### src/rtl/multibyte_add_sequencer.sv
// Adds NUM_BYTES-wide operands one byte per clock through an external 8-bit adder.
// Optional signed-overflow output enabled by defining MULTIBYTE_ADD_OVF_EN.
module multibyte_add_sequencer #(
  parameter int unsigned NUM_BYTES = 4
) (
  input  logic                     Clk,
  input  logic                     Rst_n,
  input  logic                     In_Valid,
  output logic                     In_Ready,
  input  logic [8*NUM_BYTES-1:0]   In_A,
  input  logic [8*NUM_BYTES-1:0]   In_B,
  input  logic                     In_Cin,
  output logic                     Out_Valid,
  input  logic                     Out_Ready,
  output logic [8*NUM_BYTES-1:0]   Out_Y,
  output logic                     Out_Cout,
`ifdef MULTIBYTE_ADD_OVF_EN
  output logic                     Out_Ovf,
`endif
  output logic [7:0]               Add_A,
  output logic [7:0]               Add_B,
  output logic                     Add_Cin,
  input  logic [7:0]               Add_Y,
  input  logic                     Add_Cout
);

  localparam int unsigned W     = 8 * NUM_BYTES;
  localparam int unsigned IDX_W = (NUM_BYTES > 1) ? $clog2(NUM_BYTES) : 1;
  localparam int unsigned OFS_W = IDX_W + 3;
  localparam logic [IDX_W-1:0] LAST_IDX = IDX_W'(NUM_BYTES - 1);

  typedef enum logic [1:0] {IDLE, RUN, DONE} state_t;

  state_t           state;
  logic [W-1:0]     a_reg;
  logic [W-1:0]     b_reg;
  logic [IDX_W-1:0] idx;
  logic             carry_reg;
  logic [OFS_W-1:0] ofs;

  assign ofs = {idx, 3'b000};

  // Adder is driven only while a byte is in flight; quiet otherwise
  always_comb begin
    Add_A   = 8'd0;
    Add_B   = 8'd0;
    Add_Cin = 1'b0;
    if (state == RUN) begin
      Add_A   = a_reg[ofs +: 8];
      Add_B   = b_reg[ofs +: 8];
      Add_Cin = carry_reg;
    end
  end

  always_ff @(posedge Clk or negedge Rst_n) begin
    if (!Rst_n) begin
      state     <= IDLE;
      In_Ready  <= 1'b1;
      Out_Valid <= 1'b0;
      Out_Y     <= '0;
      Out_Cout  <= 1'b0;
      a_reg     <= '0;
      b_reg     <= '0;
      idx       <= '0;
      carry_reg <= 1'b0;
`ifdef MULTIBYTE_ADD_OVF_EN
      Out_Ovf   <= 1'b0;
`endif
    end else begin
      case (state)
        IDLE: begin
          if (In_Valid) begin
            a_reg     <= In_A;
            b_reg     <= In_B;
            carry_reg <= In_Cin;
            idx       <= '0;
            In_Ready  <= 1'b0;
            state     <= RUN;
          end
        end
        RUN: begin
          Out_Y[ofs +: 8] <= Add_Y;
          carry_reg       <= Add_Cout;
          if (idx == LAST_IDX) begin
            Out_Cout  <= Add_Cout;
`ifdef MULTIBYTE_ADD_OVF_EN
            // Carry out of the MSB xor carry into it
            Out_Ovf   <= Add_Cout ^ (Add_A[7] ^ Add_B[7] ^ Add_Y[7]);
`endif
            Out_Valid <= 1'b1;
            state     <= DONE;
          end else begin
            idx <= idx + IDX_W'(1);
          end
        end
        DONE: begin
          if (Out_Ready) begin
            Out_Valid <= 1'b0;
            In_Ready  <= 1'b1;
            state     <= IDLE;
          end
        end
        default: begin
          Out_Valid <= 1'b0;
          In_Ready  <= 1'b1;
          state     <= IDLE;
        end
      endcase
    end
  end

endmodule

### config.mk
export PLATFORM = sky130hd
export DESIGN_NAME = multibyte_add_sequencer
export DESIGN_NICKNAME = d
export VERILOG_FILES = /design/src/rtl/multibyte_add_sequencer.sv
export SDC_FILE = /design/constraint.sdc
export NUM_CORES = 1
export LEC_CHECK = 0
export ABC_AREA = 1
export CAP_MARGIN = 20
export CELL_PAD_IN_SITES_DETAIL_PLACEMENT = 0
export CELL_PAD_IN_SITES_GLOBAL_PLACEMENT = 1
export CORE_ASPECT_RATIO = 0.6
export CORE_UTILIZATION = 32
export CTS_BUF_LIST = sky130_fd_sc_hd__clkbuf_8 sky130_fd_sc_hd__clkbuf_16
export DETAILED_ROUTE_END_ITERATION = 12
export PLACE_DENSITY_LB_ADDON = 0.1
export SYNTH_ARGS = -nofsm -noshare
export SYNTH_HDL_FRONTEND = slang
export SYNTH_SLANG_ARGS = --single-unit
### constraint.sdc
create_clock -name Clk -period 1.85 [get_ports Clk]
set_input_delay 0.2775 -clock Clk [delete_from_list [all_inputs] [get_ports Clk]]
set_output_delay 0.2775 -clock Clk [all_outputs]
set_load 0.01 [all_outputs]
==> results.py <==
metrics = {
    "drt": {
        "vias": 4251,
        "routedWlPerCell_um": 14.81,
        "drc": 0,
        "firstDrtPassIters": 4,
        "ant_nets": 0,
        "vias_per_cell": 4.484,
        "drtIter0Drc": 250,
        "routed_wl_mm": 14.04,
    },
    "yosys": {
        "ys.flop_type": "dfrtp_1",
        "ys_seq_area_share_pct": 54.05,
        "syn_area_mm2": 0.004817,
        "yosysTopAreaCellShare_pct": 53.51,
        "synth.avg_cell_area_um2": 7.871,
        "synth_area_leader_cell": "dfrtp_1",
        "post-synth-top-count-cell": "nand2_1",
        "synth_edf_count": 0,
        "syn-instance-count": 612,
        "yosysWarnings": 0,
        "synth_area_leaders": "dfrtp_1, nand2_1, o21ai_1",
        "syn-num-nets": 696,
        "ys_top_cells_by_count": "nand2_1, dfrtp_1, inv_1, o21ai_1, nand3_1",
        "synthArstFlopShare_pct": 100.0,
        "yosysUniqueCellTypes": 22,
        "synth_seq_cells": 104,
    },
    "global_route": {
        "grt_pass1_wl_mm": 22.38,
        "grt-ovfl-total": 0,
        "antenna_found_initial": 0,
        "grt_max_degree": 62,
        "track_usage_pct": 18.47,
        "grt_pass1_vias": 4155,
    },
    "flow_run": {
        "maxCapViolCount": 0,
    },
    "timing": {
        "max-slew-margin-rel_pct": 74.10,
        "setup_violations": 0,
        "finalHoldViolCount": 0,
        "fin_crit_sh_pct": 99.71,
        "tightestPinTransition_ns": 0.3885,
        "rsz0062_at_grt": "true",
        "skew_ns": 0.01158,
        "timing.fmax_mhz": 542.1,
        "min_period_ns": 1.845,
        "drv_slew": 0,
        "whs_ns": 0.3981,
    },
    "clock_network": {
        "cts_buffers": 9,
        "clock_sinks": 104,
        "clkLatencyLatePin_ns": 0.34,
        "cts-root-buf": "clkbuf_16",
        "cts_tree": "done",
        "cts.reportedPaths.clkPinSlew_ns": 0.08,
        "clockBufferDepth": 2,
        "htreeDepth": 3,
    },
    "pwr": {
        "vdd_drop_max_mv": 0.6716,
        "finalPower_uw": 11250,
        "power_density_mw_per_mm2": 1654,
        "leakagePower_uw": 0.003314,
    },
    "placement": {
        "placedCellCount": 928,
        "port_buffers": 129,
        "gp_congestion": 0.8282,
        "hpwl_mm": 9.811,
        "placed_area_mm2": 0.006397,
    },
    "finish": {
        "drive_gt1_share_pct": 12.00,
        "final_cells": 948,
        "antennaDiodeCount": 0,
        "nNetsFinal": 829,
        "fillCellCount": 1493,
        "utilization_pct": 46.61,
        "final_area_mm2": 0.006802,
        "syn_to_final_growth_pct": 41.19,
    },
    "outcome": {
        "run_status": "finished clean",
    },
    "floorplanning": {
        "chipWidth_um": 160.4,
        "die_h_um": 97.04,
        "die-area_mm2": 0.01556,
        "pin_count": 130,
        "rows": 34,
        "start_util_pct": 33.01,
        "core-area_mm2": 0.01459,
    },
    "critical_path": {
        "path_class": "reg2out",
        "cp.required_ns": 1.57,
        "r2r-end": "Out_Y[6]$_DFFE_PN0P_",
        "crit-reg2reg-launch": "idx[0]$_DFFE_PN0P_",
        "reg2regPathDepth": 8,
        "critical_path_arrival_ns": 1.57,
        "critPathMaxFanout": 9,
        "start_kind": "flop",
        "crit_path_end_kind": "output port",
        "ff2ff_setup_slack_ns": 0.19,
    },
    "worst_hold_path": {
        "min_path_type": "in2async",
    },
}
-- per-stage QoR --
stage          setup slack, ns    TNS (ns)
2_1_floorplan          0.04445           0
3_3_place_gp          -0.06434    -0.08849
3_5_place_dp          -0.05993    -0.07258
4_1_cts             -0.0007575  -0.0007575
5_1_grt               -0.05458     -0.2525
6_report              0.005423           0
-- what timing repair did --
item	CTS	global route
pin swaps	1	7
buffers inserted	1	0
hold buffers	1	0
setup endpoints to repair	17	38
resized for setup	73	27
endpoints found under the hold margin	22	0
gates cloned	0	2
-- cell families (layout without fill, tap and decap cells) --
family / count (synthesis) / after routing / synth area share (%)
compound gates: 85 / 85 / 8.883
buf+inv: 103 / 241 / 9.169
flops: 104 / 104 / 54.05
fa+ha+maj: 6 / 6 / 1.558
simple gates: 314 / 314 / 26.34
-- worst max-delay path by stage --
stage,from,to,cells after the start
after floorplan,idx[1]$_DFFE_PN0P_,Out_Y[16]$_DFFE_PN0P_,8
after global placement,idx[0]$_DFFE_PN0P_,Add_A[1],6
after detailed placement,idx[0]$_DFFE_PN0P_,Add_A[1],6
after CTS,idx[0]$_DFFE_PN0P_,Add_B[7],6
after global routing,idx[0]$_DFFE_PN0P_,Add_B[7],6
final,idx[0]$_DFFE_PN0P_,Add_B[7],6
-- critical path, stage by stage, from the launching register on --
cell and delay (ns):
dfrtp_2 0.44, buf_6 0.14, buf_12 0.14, nand2_2 0.07
nand3_2 0.07, a21oi_2 0.20, buf_2 0.16
-- routing by layer --
| metal | routed length (um) | part of all wire [%] | global-route usage, % |
|---|---|---|---|
| met3 | 780 | 5.6 | 4.160 |
| met1 | 7515 | 54 | 28.87 |
| met4 | 46 | 0.33 | 3.956 |
| met2 | 5697 | 41 | 25.41 |
| met5 | 0 | 0 | 0 |
-- report_power, final --
part,switching (uW),internal (uW)
registers,391,3300
clock network,871,959
logic,3330,2390
total,4590,6650
-- area by class of cell --
cell class,count,area (um^2),area share (%)
clock buffers,10,239.0,3.514
clock inverters,6,43.79,0.6439
inverters,75,285.3,4.194
multi-input cells,405,1868,27.47
flip-flops and latches,104,2605,38.30
well taps,198,247.7,3.642
repair buffers,150,1513,22.24
-- placed cells by master (no fill, tap or decap), drive strengths merged --
cell and instances:
o21ai 68, dlygate4sd3 1, clkinv 5, clkdlybuf4s50 111, ha 6, dfrtp 103
inv 76, dlygate4sd2 1, clkbuf 14, nand2 249, nand3 38, o31ai 1
dfstp 1, buf 33, a21oi 16, nor2 27
Power figures use the tool's default switching activity.
